$ cat config.mk
export PLATFORM = sky130hd
export DESIGN_NAME = status_7seg_driver
export DESIGN_NICKNAME = d
export VERILOG_FILES = /design/src/rtl/status_7seg_pkg.sv /design/src/rtl/status_7seg_decode.sv /design/src/rtl/status_7seg_driver.sv
export SDC_FILE = /design/constraint.sdc
export NUM_CORES = 1
export LEC_CHECK = 0
export CORE_MARGIN = 2
export CORE_UTILIZATION = 52
export DETAILED_ROUTE_END_ITERATION = 12
export GPL_TIMING_DRIVEN = 1
export PLACE_DENSITY = 0.88
export SLEW_MARGIN = 20
export SYNTH_ARGS = -nofsm -noshare
export SYNTH_HDL_FRONTEND = slang
export SYNTH_HIERARCHICAL = 1
export SYNTH_SLANG_ARGS = --single-unit
export TNS_END_PERCENT = 20
$ cat constraint.sdc
create_clock -name clk -period 3.42 [get_ports clk]
set_input_delay 0.342 -clock clk [delete_from_list [all_inputs] [get_ports clk]]
set_output_delay 0.342 -clock clk [all_outputs]
set_load 0.1 [all_outputs]
$ cat src/rtl/status_7seg_pkg.sv
// Shared constants and the segment pattern table for the status 7-segment driver.
// Segment order is {g,f,e,d,c,b,a}; all patterns are active low.
package status_7seg_pkg;

    localparam logic [5:0]  CH_BLANK = 6'h10;
    localparam logic [5:0]  CH_DASH  = 6'h1D;
    localparam int unsigned DP_BIT   = 5;
    localparam logic [6:0]  SEG_OFF  = 7'h7F;

    typedef struct packed {
        logic       dp;
        logic [6:0] seg;
    } seg_pattern_t;

    // Index is code[4:0]: hex digits, blank, then the letter/symbol set.
    localparam logic [6:0] SEG_TABLE [32] = '{
        7'h40, 7'h79, 7'h24, 7'h30, 7'h19, 7'h12, 7'h02, 7'h78,  // 0-7
        7'h00, 7'h10, 7'h08, 7'h03, 7'h46, 7'h21, 7'h06, 7'h0E,  // 8-F
        7'h7F, 7'h42, 7'h09, 7'h4F, 7'h61, 7'h47, 7'h2B, 7'h23,  // blank G H I J L n o
        7'h0C, 7'h2F, 7'h12, 7'h07, 7'h41, 7'h3F, 7'h77, 7'h11   // P r S t U - _ y
    };

endpackage

$ cat src/rtl/status_7seg_decode.sv
// Combinational character-code to {dp, seg} lookup; outputs are active low.
module status_7seg_decode
    import status_7seg_pkg::*;
(
    input  logic [5:0]   code,
    output seg_pattern_t pattern
);

    // Table lookup on the low five bits; bit 5 lights the decimal point.
    always_comb begin
        pattern.seg = SEG_TABLE[code[4:0]];
        pattern.dp  = ~code[DP_BIT];
    end

endmodule

$ cat src/rtl/status_7seg_driver.sv
// Time-multiplexes eight character codes onto an 8-digit common-anode display.
// Each digit slot starts with all anodes off so the segments can switch
// without ghosting; the eight codes are captured together once per frame.
// Optional macro STATUS_7SEG_DIM_EN adds a 4-bit PWM brightness input.
module status_7seg_driver
    import status_7seg_pkg::*;
#(
    parameter int unsigned DIGIT_CYCLES = 12500,
    parameter int unsigned BLANK_CYCLES = 100
) (
    input  logic       clk,
    input  logic       resetn,
    input  logic [5:0] display0,
    input  logic [5:0] display1,
    input  logic [5:0] display2,
    input  logic [5:0] display3,
    input  logic [5:0] display4,
    input  logic [5:0] display5,
    input  logic [5:0] display6,
    input  logic [5:0] display7,
`ifdef STATUS_7SEG_DIM_EN
    input  logic [3:0] brightness,
`endif
    output logic [6:0] seg,
    output logic       dp,
    output logic [7:0] an
);

    localparam int unsigned    CW       = $clog2(DIGIT_CYCLES);
    localparam logic [CW-1:0]  SLOT_END = CW'(DIGIT_CYCLES - 1);
    localparam logic [CW-1:0]  BLANK_AT = CW'(BLANK_CYCLES);

    logic [CW-1:0] slot_cnt;
    logic [CW-1:0] slot_next;
    logic [2:0]    idx;
    logic [2:0]    idx_next;
    logic [5:0]    shadow [8];
    logic [5:0]    live   [8];
    logic          slot_wrap;
    logic          frame_wrap;
    logic          anode_on;
    logic [5:0]    code_next;
    logic [7:0]    an_next;
    seg_pattern_t  pat_next;

`ifdef STATUS_7SEG_DIM_EN
    logic [3:0]    pwm;
    logic [3:0]    pwm_next;
    logic [3:0]    bright_q;
    logic [3:0]    bright_next;
`endif

    // Next slot/index state and the code for the slot being entered.
    // Outputs are computed from the post-edge state so that the registered
    // seg/an line up with the slot counter; at a frame wrap the fresh input
    // bypasses the shadow bank because both load on the same edge.
    always_comb begin
        live       = '{display0, display1, display2, display3,
                       display4, display5, display6, display7};
        slot_wrap  = (slot_cnt == SLOT_END);
        slot_next  = slot_wrap ? '0 : slot_cnt + 1'b1;
        idx_next   = slot_wrap ? idx + 3'd1 : idx;
        frame_wrap = slot_wrap && (idx == 3'd7);
        code_next  = frame_wrap ? live[idx_next] : shadow[idx_next];
        anode_on   = (slot_next >= BLANK_AT);
`ifdef STATUS_7SEG_DIM_EN
        pwm_next    = pwm + 4'd1;
        bright_next = frame_wrap ? brightness : bright_q;
        anode_on    = anode_on && (pwm_next < bright_next);
`endif
        an_next = anode_on ? ~(8'h80 >> idx_next) : 8'hFF;
    end

    status_7seg_decode u_decode (
        .code    (code_next),
        .pattern (pat_next)
    );

    // Slot/index counters, frame capture and registered display outputs.
    always_ff @(posedge clk or negedge resetn) begin
        if (!resetn) begin
            slot_cnt <= '0;
            idx      <= '0;
            for (int unsigned i = 0; i < 8; i++) begin
                shadow[i] <= CH_BLANK;
            end
            an  <= 8'hFF;
            seg <= SEG_OFF;
            dp  <= 1'b1;
`ifdef STATUS_7SEG_DIM_EN
            pwm      <= '0;
            bright_q <= '0;
`endif
        end else begin
            slot_cnt <= slot_next;
            idx      <= idx_next;
            an       <= an_next;
            if (frame_wrap) begin
                for (int unsigned i = 0; i < 8; i++) begin
                    shadow[i] <= live[i];
                end
            end
            if (slot_wrap) begin
                seg <= pat_next.seg;
                dp  <= pat_next.dp;
            end
`ifdef STATUS_7SEG_DIM_EN
            pwm <= pwm_next;
            if (frame_wrap) begin
                bright_q <= brightness;
            end
`endif
        end
    end

endmodule

# After elaboration in Yosys (flattened, before gate mapping)
# Memory sizes are Yosys's and may differ from the RTL's. A register that Yosys moved wholly into a read port is not among the register bits.
# Index checks and enable logic that the tools add are counted.
# word_totals
register_bits	74
latch_bits	0
ram_bits	0
mem_bits_ro	224
inputBits	50
output_inout_bits	16
elab_cells	36
n_memories	1
# classes
addsub	2
mul	0
div_mod_pow	0
n_lt_le_gt_ge	2
n_eq_ne	2
shifts	1
muxes	10
bitwise_logic	4
n_reduce_logical	2
# mem_list
name	words	word_bits	read_ports	rd_clocked_by_memory_dff	write_ports	line	source
(name not given)	32	7	1	1	0	status_7seg_decode.sv:11	pattern.seg = SEG_TABLE[code[4:0]];
# op_table
op	count
$bmux W6 S3	2
$mux W6	5
$add A14 B1 Y14 const B	1
$eq A14 B14 Y1 const B	1
$ge A14 B7 Y1 const B	1
$mux W14	1
$mux W8	1
$not A8 Y8	1
$shr A8 B3 Y8 const A	1
$not A5 Y6	1
$ge A4 B4 Y1 const B	1
$not A3 Y4	1
$add A3 B1 Y3 const B	1
$eq A3 B3 Y1 const B	1
$mux W3	1
$logic_and A1 B1 Y1	1
$logic_not A1 Y1	1
$not A1 Y1	1

# Depth between registers and ports, before layout
# Gate-level depths: netlist of run 1.
# logic_depth
word_depth	8
mapped_depth	17

# By module
# The synthesis of run 1 kept the hierarchy.
# modules_own_cells
module	n_inst	cells_per_inst	area_per_inst_um2
status_7seg_driver	1	477	5086.1
status_7seg_decode	1	65	499.2

# Worst setup path after synthesis of run 1
# OpenSTA, ideal clock, no wires.
# synth_path
path_kind	reg-to-reg
start	reg slot_cnt[0]
end	reg seg[3]
setup_time_ps	76
arrival_ps	3668
required_time_ps	3344
slack_ps	-324
stages_incl_launch_ff	18
path_cell_list	dfrtp_1 > ha_1 > nor3b_2 > and4_1 > buf_6 > buf_6 > buf_4 > nor2_1 > o21ai_0 > a21oi_1 > o31ai_1 > inv_1 > ha_1 > nor2b_1 > a21oi_1 > mux4_2 > nand2_1 > nand2_1
# synth_via
elab_chain_cells	8
# synth_lines
item	line	source
start: declaration	status_7seg_driver.sv:33	logic [CW-1:0] slot_cnt;
start signal: assignment	status_7seg_driver.sv:95	slot_cnt <= slot_next;
$eq A14 B14 Y1 *	status_7seg_driver.sv:60	slot_wrap = (slot_cnt == SLOT_END);
$mux W3	status_7seg_driver.sv:62	idx_next = slot_wrap ? idx + 3'd1 : idx;
$not A3 Y4 (not written as such)	status_7seg_driver.sv:64	code_next = frame_wrap ? live[idx_next] : shadow[idx_next];
$bmux W6 S3	status_7seg_driver.sv:64	
$mux W6 (not written as such) (2 in series)	status_7seg_driver.sv:64	
$mux W6 *	status_7seg_driver.sv:64	
named net code_next[0]	status_7seg_driver.sv:42	logic [5:0] code_next;
$not A5 Y6 (not written as such) *	status_7seg_decode.sv:11	
end: declaration	status_7seg_driver.sv:24	output logic [6:0] seg,
# Mark *: on every way through the listed nets, which the timed path passes. The rest lies on a longest branch. The select of a mux whose other input is x is not followed.
# A chain may end at the register's enable or synchronous reset.

# Worst setup path in the final report of run 1
# layout_path
start	reg slot_cnt[1]
end	reg seg[0]
# The elaborated chain is that of the path after synthesis.

==> results of run 1 <==
final timing paths:
path,endpoint,depth (start not counted),startpoint
max,seg[0],17,slot_cnt[1]
min,shadow[30],1,resetn
max reg2reg,seg[0],17,slot_cnt[1]
min reg2reg,seg[6],2,seg[6]
max in group asynchronous,idx[1],1,resetn
min in group clk,seg[6],2,seg[6]
registers in the layout, summed over array words and instances, names as in the netlist:
signal    cells
dp            1
an            8
seg           7
shadow       48
slot_cnt     14
idx           3
kinds of logic (layout without fill, tap and decap cells):
logic type | count (synthesis) | count (layout) | synth area share, %
compound gates | 106 | 106 | 14.4
xor+xnor | 11 | 11 | 1.73
fa+ha+maj | 10 | 10 | 2.24
buf+inv | 56 | 179 | 5.49
flops | 81 | 81 | 36.8
mux | 122 | 122 | 25.4
simple gates | 156 | 157 | 13.9
power by group:
part           internal (mW)  switching, mW  total (mW)
Clock                  0.434          0.389       0.823
Sequential             0.991         0.0242        1.02
Combinational          0.156          0.134       0.289
layer usage:
| layer | GRT usage, % | up-vias |
|---|---|---|
| met4 | 12.5 | 0 |
| met5 | 0 | - |
| met3 | 4.84 | 86 |
| met2 | 45.5 | 378 |
| met1 | 37.5 | 2579 |
| li1 | - | 2265 |
synthesized netlist by cell type, types with 3 or more instances:
library cell,number,area share (%)
a211o_1,6,0.94
a211oi_1,12,1.6
a21oi_1,11,0.99
a221oi_1,3,0.47
a22o_1,3,0.47
a31oi_1,4,0.45
a32oi_1,3,0.47
and2_1,6,0.67
and4_1,3,0.47
buf_2,20,1.8
buf_4,4,0.54
buf_6,7,1.4
clkbuf_1,10,0.67
dfrtp_1,57,26
dfstp_2,24,11
ha_1,10,2.2
inv_1,11,0.74
mux2_1,8,1.6
mux2_2,60,12
mux2i_1,44,7.9
mux4_2,6,2.4
nand2_1,55,3.7
nand2b_1,10,1.1
nand3_1,18,1.6
nand4_1,7,0.78
nor2_1,29,1.9
nor2b_1,8,0.90
nor3_1,7,0.63
o2111ai_1,7,1.1
o211ai_1,9,1.2
o21ai_0,13,1.2
o2bb2ai_1,3,0.47
o311ai_0,7,1.1
o31ai_1,7,0.94
xnor2_1,8,1.3
xor2_1,3,0.47
critical path, cell delays in order, from the launching register on:
cell and delay [ps]:
dfrtp_1 380, ha_2 190, nor3b_4 330, buf_4 180
buf_4 100, and4_1 250, buf_4 150, nand2_1 110
o22ai_1 220, o21ai_2 120, mux2i_4 250, buf_6 160
ha_2 220, inv_1 80, mux4_1 520, a21oi_1 140
nand2_1 60, nand2_1 60
metrics by stage:
step                hold WS, ps  util (%)
detailed placement          450      64.6
floorplan                  46.4         -
global route               42.5      70.2
CTS                         176      67.5
global placement            451      64.6
finish                    -1.00      70.2
cell type report:
cell class	count	area (um^2)	share of cell area (%)
clock buffers	10	138	1.89
clock inverters	6	90.1	1.24
inverters	12	50.0	0.687
multi-input cells	406	3430	47.1
flip-flops and latches	81	2060	28.3
well taps	136	170	2.34
repair buffers	151	1350	18.5
repair_timing:
item / CTS / global route
gates resized for setup: 9 / 38
endpoints found under the setup margin: 6 / 7
cloned: 1 / 0
hold buffers: 0 / 0
buffers inserted: 4 / 15
pin swaps: 2 / 13
hold endpoints to repair: 0 / 0
==> metrics.cfg, run 1 <==
[clocking]
clock-sinks = 81
insertion_delay_ps = 380
h-tree-depth = 3
cts_tree = done
cts.clk_slew.worst_paths_ps = 90
root_buffer = clkbuf_8
cts_inserted_buffers = 9
clk_path_buf_depth = 2

[routing]
dr.pass1.iters = 7
m1WireLength_um = 6730
top_layer_used = met4
drc = 0
wl_um = 17200
postRouteAntennaNets = 0
drtIter0Drc = 653
wl_met2_um = 8120
num_vias = 5308
wl_per_cell_um = 21.5
vias_per_cell = 6.62
met3RoutedLength_um = 1580

[power]
totalPowerFinal_mw = 2.13
peakVddDrop_mv = 0.180
power_density_mw_per_mm2 = 292
power.leakage_nw = 2.88

[layout]
layout_common_cells = 79 x buf_4, 64 x clkdlybuf4s50_1, 59 x mux2_2
drive_gt1_share_pct = 35.7
nFillCells = 699
area_growth_pct = 30.4
antennaDiodeCount = 0
postLayoutCellArea_mm2 = 0.00728
finalNonFillerCells = 802
fin_nets = 721
final_common_cell = buf_4

[place]
place_ws_ps = -181
hpwlAfterDp_um = 11000
dp.cells = 766
place_congestion = 0.954
place_area_mm2 = 0.00670
portBuffers = 65

[setup_path]
r2r_slack_ps = -150
start_kind = register
end_kind = register
required_ps = 3730
criticalPathCategory = register to register
cp.arrival_ps = 3880
critPathMaxFanout = 4

[floorplan]
fp.dieH_um = 108
dieArea_mm2 = 0.0116
initial_utilization_pct = 53.9
num_io_pins = 66
fp-row-count = 37
core-area_mm2 = 0.0104
die-width_um = 108

[sta]
worst_slew_pin_slew_ps = 977
hold_ws_ps = -1.00
finalWorstSetupSlack_ps = -149
slew_headroom_pct = 34.7
period_minus_slack_ps = 3570
maxSlewViolCount = 0
hold_violations = 5
tns_ps = -365
setup_viol = 6
fin_crit_sh_pct = 104
skew_ps = 16.4
rsz0062_at_grt = true
fmax_mhz = 280

[global_routing]
grt_pass1_wl_um = 25500
first_global_vias = 4962
grt-ovfl-total = 0
grt_max_degree = 82
track_usage_pct = 28.3
antenna_found_initial = 0

[yosys]
synthFlopType = dfrtp_1
yosysWarnings = 6
synth_area_mm2 = 0.00559
synth_edf_count = 0
ys_async_sr_fraction_pct = 100
synthCells = 542
ys_ff_latch = 81
seq_area_frac_synth_pct = 36.8
ys_types = 65
synth.avg_cell_area_um2 = 10.3
syn_nets = 602

[run_status]
status = finished, violations left
failed_checks = hold timing, setup timing

[job]
drv_cap = 0

[hold_path]
hold_class = primary input to async pin

Note: power is estimated with default switching activity, not from simulation.
==> run 2, diff against run 1 <==
--- a/config.mk
+++ b/config.mk
@@ -5,7 +5,6 @@
 export SDC_FILE = /design/constraint.sdc
 export NUM_CORES = 1
 export LEC_CHECK = 0
-export CORE_MARGIN = 2
 export CORE_UTILIZATION = 52
 export DETAILED_ROUTE_END_ITERATION = 12
 export GPL_TIMING_DRIVEN = 1
==> metrics.cfg, run 2 (same netlist as run 1, synthesis figures left out) <==
[layout]
largest_reg_flops = 48  ; unchanged
antennaDiodeCount = 0  ; unchanged
layout_common_cells = 68 x buf_4, 64 x clkdlybuf4s50_1, 59 x mux2_2  ; was 79 x buf_4, 64 x clkdlybuf4s50_1, 59 x mux2_2
largestRegisters = shadow: 48 flops, slot_cnt: 14 flops, an: 8 flops  ; unchanged
regArea_mm2 = 0.00206  ; unchanged
multi_input_area_mm2 = 0.00338  ; was 0.00343 mm^2
final_common_cell = buf_4  ; unchanged
final_util_pct = 69.1  ; was 70.2%
area_growth_pct = 28.3  ; was 30.4%
finalNonFillerCells = 795  ; was 802
fin_nets = 714  ; was 721
top_register = shadow  ; unchanged
drive_gt1_share_pct = 33.4  ; was 35.7%
nFillCells = 683  ; was 699

[clocking]
cts_inserted_buffers = 9  ; unchanged
cts.clk_slew.worst_paths_ps = 90  ; about the same
cts_tree = done  ; unchanged
clock-sinks = 81  ; unchanged
insertion_delay_ps = 390  ; was 380 ps
cts-hold-fix-buffers = 0  ; unchanged
root_buffer = clkbuf_8  ; unchanged
h-tree-depth = 3  ; unchanged
clk_path_buf_depth = 2  ; unchanged

[global_routing]
track_usage_pct = 28.0  ; was 28.3%
antenna_found_initial = 0  ; unchanged
first_global_vias = 4932  ; was 4962
grt_pass1_wl_um = 24400  ; was 25500 um
grt_max_degree = 82  ; unchanged
grt-ovfl-total = 0  ; unchanged

[routing]
drtIter0Drc = 549  ; was 653
dr.pass1.iters = 5  ; was 7
wl_um = 16200  ; was 17200 um
postRouteAntennaNets = 0  ; unchanged
drc = 0  ; unchanged
wl_per_cell_um = 20.4  ; was 21.5 um
vias_per_cell = 6.58  ; was 6.62
num_vias = 5234  ; was 5308

[run_status]
status = finished, violations left  ; unchanged
failed_checks = hold timing, setup timing  ; unchanged

[floorplan]
fp.dieH_um = 106  ; was 108 um
initial_utilization_pct = 53.9  ; unchanged
fp-row-count = 37  ; unchanged
num_io_pins = 66  ; unchanged
core-area_mm2 = 0.0104  ; unchanged
dieArea_mm2 = 0.0112  ; was 0.0116 mm^2
die-width_um = 106  ; was 108 um

[sta]
skew_ps = 20.7  ; was 16.4 ps
setup_viol = 1  ; was 6
finalWorstSetupSlack_ps = -9.57  ; was -149 ps
fmax_mhz = 292  ; was 280 MHz
period_minus_slack_ps = 3430  ; was 3570 ps
hold_ws_ps = -9.75  ; was -1.00 ps
hold_violations = 16  ; was 5
worst_slew_pin_slew_ps = 985  ; was 977 ps
rsz0062_at_grt = true  ; unchanged
maxSlewViolCount = 0  ; unchanged
fin_crit_sh_pct = 100  ; was 104%
slew_headroom_pct = 34.2  ; was 34.7%

[power]
comb_power_share_pct = 13.0  ; was 13.6%
internal_power_mw = 1.55  ; was 1.58 mW
clockPowerShare_pct = 38.1  ; was 38.7%
pwr-share-seq_pct = 48.9  ; was 47.7%
swShare_pct = 25.4  ; was 25.7%
peakVddDrop_mv = 0.181  ; was 0.180 mV
power_density_mw_per_mm2 = 289  ; was 292 mW/mm^2
power.leakage_nw = 2.82  ; was 2.88 nW
switching_power_mw = 0.526  ; was 0.547 mW

[setup_path]
r2r_start = slot_cnt[1]  ; unchanged
startpoint = slot_cnt[1]  ; unchanged
r2r_end = seg[3]  ; was seg[0]
r2r_slack_ps = -10  ; was -150 ps
crit_top_cell = mux2_4
critPathMaxFanout = 8  ; was 4
required_ps = 3730  ; about the same
start_kind = register  ; unchanged
criticalPathCategory = register to register  ; unchanged
crit_chain = ha_2 > nor3b_4 > and4_4 > buf_6 > mux2_4 > a211o_1 > o211ai_2 > o31ai_4 > buf_4 > ha_4 > mux2_4 > mux4_2 > nand2_2 > nand2_1  ; was ha_2 > nor3b_4 > buf_4 > buf_4 > and4_1 > buf_4 > nand2_1 > o22ai_1 > o21ai_2 > mux2i_4 > buf_6 > ha_2 > inv_1 > mux4_1 > a21oi_1 > nand2_1 > nand2_1
slowest_delay_ps = 480  ; was 520 ps
cp.arrival_ps = 3740  ; was 3880 ps
cp_slowest_cell = mux4_2  ; was mux4_1
end_kind = register  ; unchanged
reg2reg_depth = 14  ; was 17

[place]
place_ws_ps = -151  ; was -181 ps
portBuffers = 65  ; unchanged
hpwlAfterDp_um = 10600  ; was 11000 um
place_congestion = 0.941  ; was 0.954
dp.cells = 765  ; was 766

[job]
drv_cap = 0  ; unchanged

[hold_path]
hold_class = primary input to async pin  ; unchanged

-- run 2: cell count changes in the layout (fill, tap and decap cells not counted), sizes merged --
cell	delta
inv	-1
buf	-7
clkbuf	+1
-- run 2: layout make-up --
cell class | count | area share, %
Inverter | 12 | 0.698
Timing Repair Buffer | 144 | 18.1
Tap cell | 136 | 2.37
Clock inverter | 5 | 1.13
Multi-Input combinational cell | 406 | 47.2
Sequential cell | 81 | 28.7
Clock buffer | 11 | 1.83
-- run 2: routing by layer --
layer  vias up  share of wire (%)  global-route usage (%)
li1       2236                  -                       -
met1      2595                 40                    37.1
met2       338                 48                    44.7
met3        65                8.1                    4.89
met4         0                3.6                    12.7
met5         -                  0                       0
-- run 2: how the worst max path moves through the flow --
stage                   to  slack, ps  cells after the start
global placement    seg[1]        -30                     13
global route        seg[3]       -140                     14
finish              seg[3]        -10                     14
CTS                 seg[0]       -0.5                     15
detailed placement  seg[3]       -150                     16
floorplan           seg[3]          2                     17
-- run 2: worst max-delay path: cells and delay by family, from the launching register on --
| family | cells | cell delay (ps) |
|---|---|---|
| multiplexers | 3 | 1010 |
| AND/OR/NAND/NOR | 4 | 730 |
| AO/OA/AOI/OAI | 3 | 580 |
| flip-flops | 1 | 380 |
| adder cells (fa/ha/maj) | 2 | 350 |
| buffers and inverters | 2 | 290 |
-- run 2: power groups by stage --
stage | sequential [mW] | clock (mW) | combinational, mW
floorplan | 1.02 | 0 | 0.120
global placement | 1.03 | 0 | 0.233
detailed placement | 1.03 | 0 | 0.245
CTS | 1.01 | 0.794 | 0.250
global route | 1.02 | 0.841 | 0.290
finish | 1.01 | 0.790 | 0.271
-- run 2: what timing repair did --
| item | 4_1_cts | 5_1_grt |
|---|---|---|
| cloned | 0 | 1 |
| setup endpoints to repair | 7 | 7 |
| endpoints found under the hold margin | 0 | 0 |
| gates resized for setup | 7 | 31 |
| pin swaps | 1 | 10 |
| setup buffers | 0 | 13 |
-- run 2: metrics by stage --
| stage | setup TNS (ps) | cell area, um^2 | hold WS [ps] | total power, mW |
|---|---|---|---|---|
| floorplan | 0 | 5610 | 46.4 | 1.14 |
| global placement | -108 | 6680 | 448 | 1.26 |
| detailed placement | -637 | 6680 | 451 | 1.27 |
| CTS | -0.458 | 6930 | 161 | 2.05 |
| global route | -402 | 7170 | 49.3 | 2.15 |
| finish | -9.57 | 7170 | -9.75 | 2.07 |
==> run 3, diff against run 2 <==
--- a/config.mk
+++ b/config.mk
@@ -5,6 +5,7 @@
 export SDC_FILE = /design/constraint.sdc
 export NUM_CORES = 1
 export LEC_CHECK = 0
+export CORE_ASPECT_RATIO = 1.75
 export CORE_UTILIZATION = 52
 export DETAILED_ROUTE_END_ITERATION = 12
 export GPL_TIMING_DRIVEN = 1
==> metrics.cfg, run 3 (same netlist as run 1, synthesis figures left out) <==
[job]
drv_cap = 0  ; unchanged

[clocking]
insertion_delay_ps = 340  ; was 390 ps
clk_path_buf_depth = 2  ; unchanged
cts.clk_slew.worst_paths_ps = 60  ; was 90 ps
root_buffer = clkbuf_16  ; was clkbuf_8
clock-sinks = 81  ; unchanged
cts_inserted_buffers = 9  ; unchanged
h-tree-depth = 3  ; unchanged
cts_tree = done  ; unchanged
cts-hold-fix-buffers = 0  ; unchanged

[setup_path]
cp_slowest_cell = mux4_2  ; unchanged
required_ps = 3710  ; was 3730 ps
end_kind = register  ; unchanged
critPathMaxFanout = 7  ; was 8
cp.arrival_ps = 3690  ; was 3740 ps
start_kind = register  ; unchanged
crit_chain = ha_2 > nor3b_4 > buf_6 > nand4_4 > buf_4 > nor3_1 > a31oi_1 > a31o_1 > mux2i_4 > buf_4 > ha_2 > inv_2 > mux4_2 > a21oi_2 > nand2_1 > nand2_1  ; was ha_2 > nor3b_4 > and4_4 > buf_6 > mux2_4 > a211o_1 > o211ai_2 > o31ai_4 > buf_4 > ha_4 > mux2_4 > mux4_2 > nand2_2 > nand2_1
criticalPathCategory = register to register  ; unchanged
slowest_delay_ps = 470  ; was 480 ps

[sta]
maxSlewViolCount = 0  ; unchanged
rsz0062_at_grt = true  ; unchanged
finalWorstSetupSlack_ps = 11.0  ; was -9.57 ps
hold_ws_ps = 20.7  ; was -9.75 ps
fin_crit_sh_pct = 99.7  ; was 100%
worst_slew_pin_slew_ps = 1010  ; was 985 ps
period_minus_slack_ps = 3410  ; was 3430 ps
skew_ps = 7.00  ; was 20.7 ps
slew_headroom_pct = 32.5  ; was 34.2%
fmax_mhz = 293  ; was 292 MHz
setup_viol = 0  ; was 1
hold_violations = 0  ; was 16

[power]
peakVddDrop_mv = 0.286  ; was 0.181 mV
power.leakage_nw = 2.94  ; was 2.82 nW
power_density_mw_per_mm2 = 335  ; was 289 mW/mm^2

[global_routing]
antenna_found_initial = 0  ; unchanged
grt_max_degree = 82  ; unchanged
grt_pass1_wl_um = 25200  ; was 24400 um
grt-ovfl-total = 0  ; unchanged
track_usage_pct = 29.5  ; was 28.0%
first_global_vias = 5066  ; was 4932

[floorplan]
fp.dieH_um = 139  ; was 106 um
num_io_pins = 66  ; unchanged
initial_utilization_pct = 53.9  ; about the same
die-width_um = 80.3  ; was 106 um
fp-row-count = 49  ; was 37
dieArea_mm2 = 0.0112  ; about the same
core-area_mm2 = 0.0104  ; about the same

[layout]
area_growth_pct = 32.7  ; was 28.3%
largest_reg_flops = 48  ; unchanged
final_common_cell = buf_4  ; unchanged
fin_nets = 722  ; was 714
layout_common_cells = 76 x buf_4, 64 x clkdlybuf4s50_1, 60 x mux2_2  ; was 68 x buf_4, 64 x clkdlybuf4s50_1, 59 x mux2_2
drive_gt1_share_pct = 35.5  ; was 33.4%
top_register = shadow  ; unchanged
largestRegisters = shadow: 48 flops, slot_cnt: 14 flops, an: 8 flops  ; unchanged
antennaDiodeCount = 0  ; unchanged
final_util_pct = 71.5  ; was 69.1%

[routing]
wl_um = 16700  ; was 16200 um
wl_per_cell_um = 21.0  ; was 20.4 um
drtIter0Drc = 669  ; was 549
dr.pass1.iters = 6  ; was 5
drc = 0  ; unchanged
num_vias = 5225  ; was 5234
postRouteAntennaNets = 0  ; unchanged
vias_per_cell = 6.58  ; about the same

[hold_path]
hold_class = primary input to async pin  ; unchanged

[run_status]
status = complete, no violations  ; was finished, violations left

[place]
hpwlAfterDp_um = 11200  ; was 10600 um
place_congestion = 0.936  ; was 0.941
place_ws_ps = -143  ; was -151 ps
portBuffers = 65  ; unchanged

==> run 3: cell count changes in the layout (fill, tap and decap cells not counted), sizes merged <==
cell,change
buf,+8
bufinv,+2
clkinv,+1
and4,-1
clkinvlp,-1
clkbuf,-1
==> run 3: worst paths after layout <==
kind | depth (start not counted) | slack (ps) | to | from
min in group clk | 2 | 460 | seg[5] | seg[5]
min reg2reg | 2 | 460 | seg[5] | seg[5]
max in group asynchronous | 1 | 2820 | idx[1] | resetn
max | 16 | 10 | seg[0] | slot_cnt[1]
min | 1 | 20 | slot_cnt[4] | resetn
max reg2reg | 16 | 10 | seg[0] | slot_cnt[1]
==> run 3: cell type report <==
| cell class | count | area [um^2] |
|---|---|---|
| inverter | 12 | 47.5 |
| fill | 678 | 2950 |
| sequential | 81 | 2060 |
| clock buffer | 9 | 225 |
| clock inverter | 7 | 143 |
| timing repair buffer | 153 | 1400 |
| multi-input combinational | 405 | 3380 |
| tap | 127 | 159 |
==> run 3: repair_timing <==
item / in CTS / in global routing
pin swaps: 2 / 11
gates cloned: 1 / 1
setup buffers: 8 / 7
setup endpoints to repair: 7 / 7
gates resized for setup: 12 / 42
==> run 3: worst max-delay path: cells and delay by family, from the launching register on <==
family          cells  cell delay, ps
compound gates      3             480
fa+ha+maj           2             420
buf+inv             4             620
flops               1             370
mux                 2             660
simple gates        5             810
==> run 3: power breakdown <==
group	internal, mW	switching, mW	leakage (nW)
Sequential	0.992	0.0220	0.940
Combinational	0.151	0.126	1.82
Clock	0.788	0.407	0.180
==> run 3: metrics by stage <==
step	instance area [um^2]	std cells	TNS [ps]	total power [mW]
after floorplan	5610	542	0	1.14
after global placement	6730	762	-317	1.28
after detailed placement	6730	762	-636	1.28
after CTS	7180	787	-10.5	2.47
after global routing	7410	794	-303	2.56
final	7410	794	0	2.49
==> run 3: layer usage <==
| layer | vias up | track usage (%) | wire [um] |
|---|---|---|---|
| li1 | 2260 | - | - |
| met1 | 2618 | 34.0 | 5970 |
| met2 | 268 | 51.2 | 8900 |
| met3 | 79 | 4.21 | 941 |
| met4 | 0 | 15.9 | 859 |
| met5 | - | 0 | 0 |
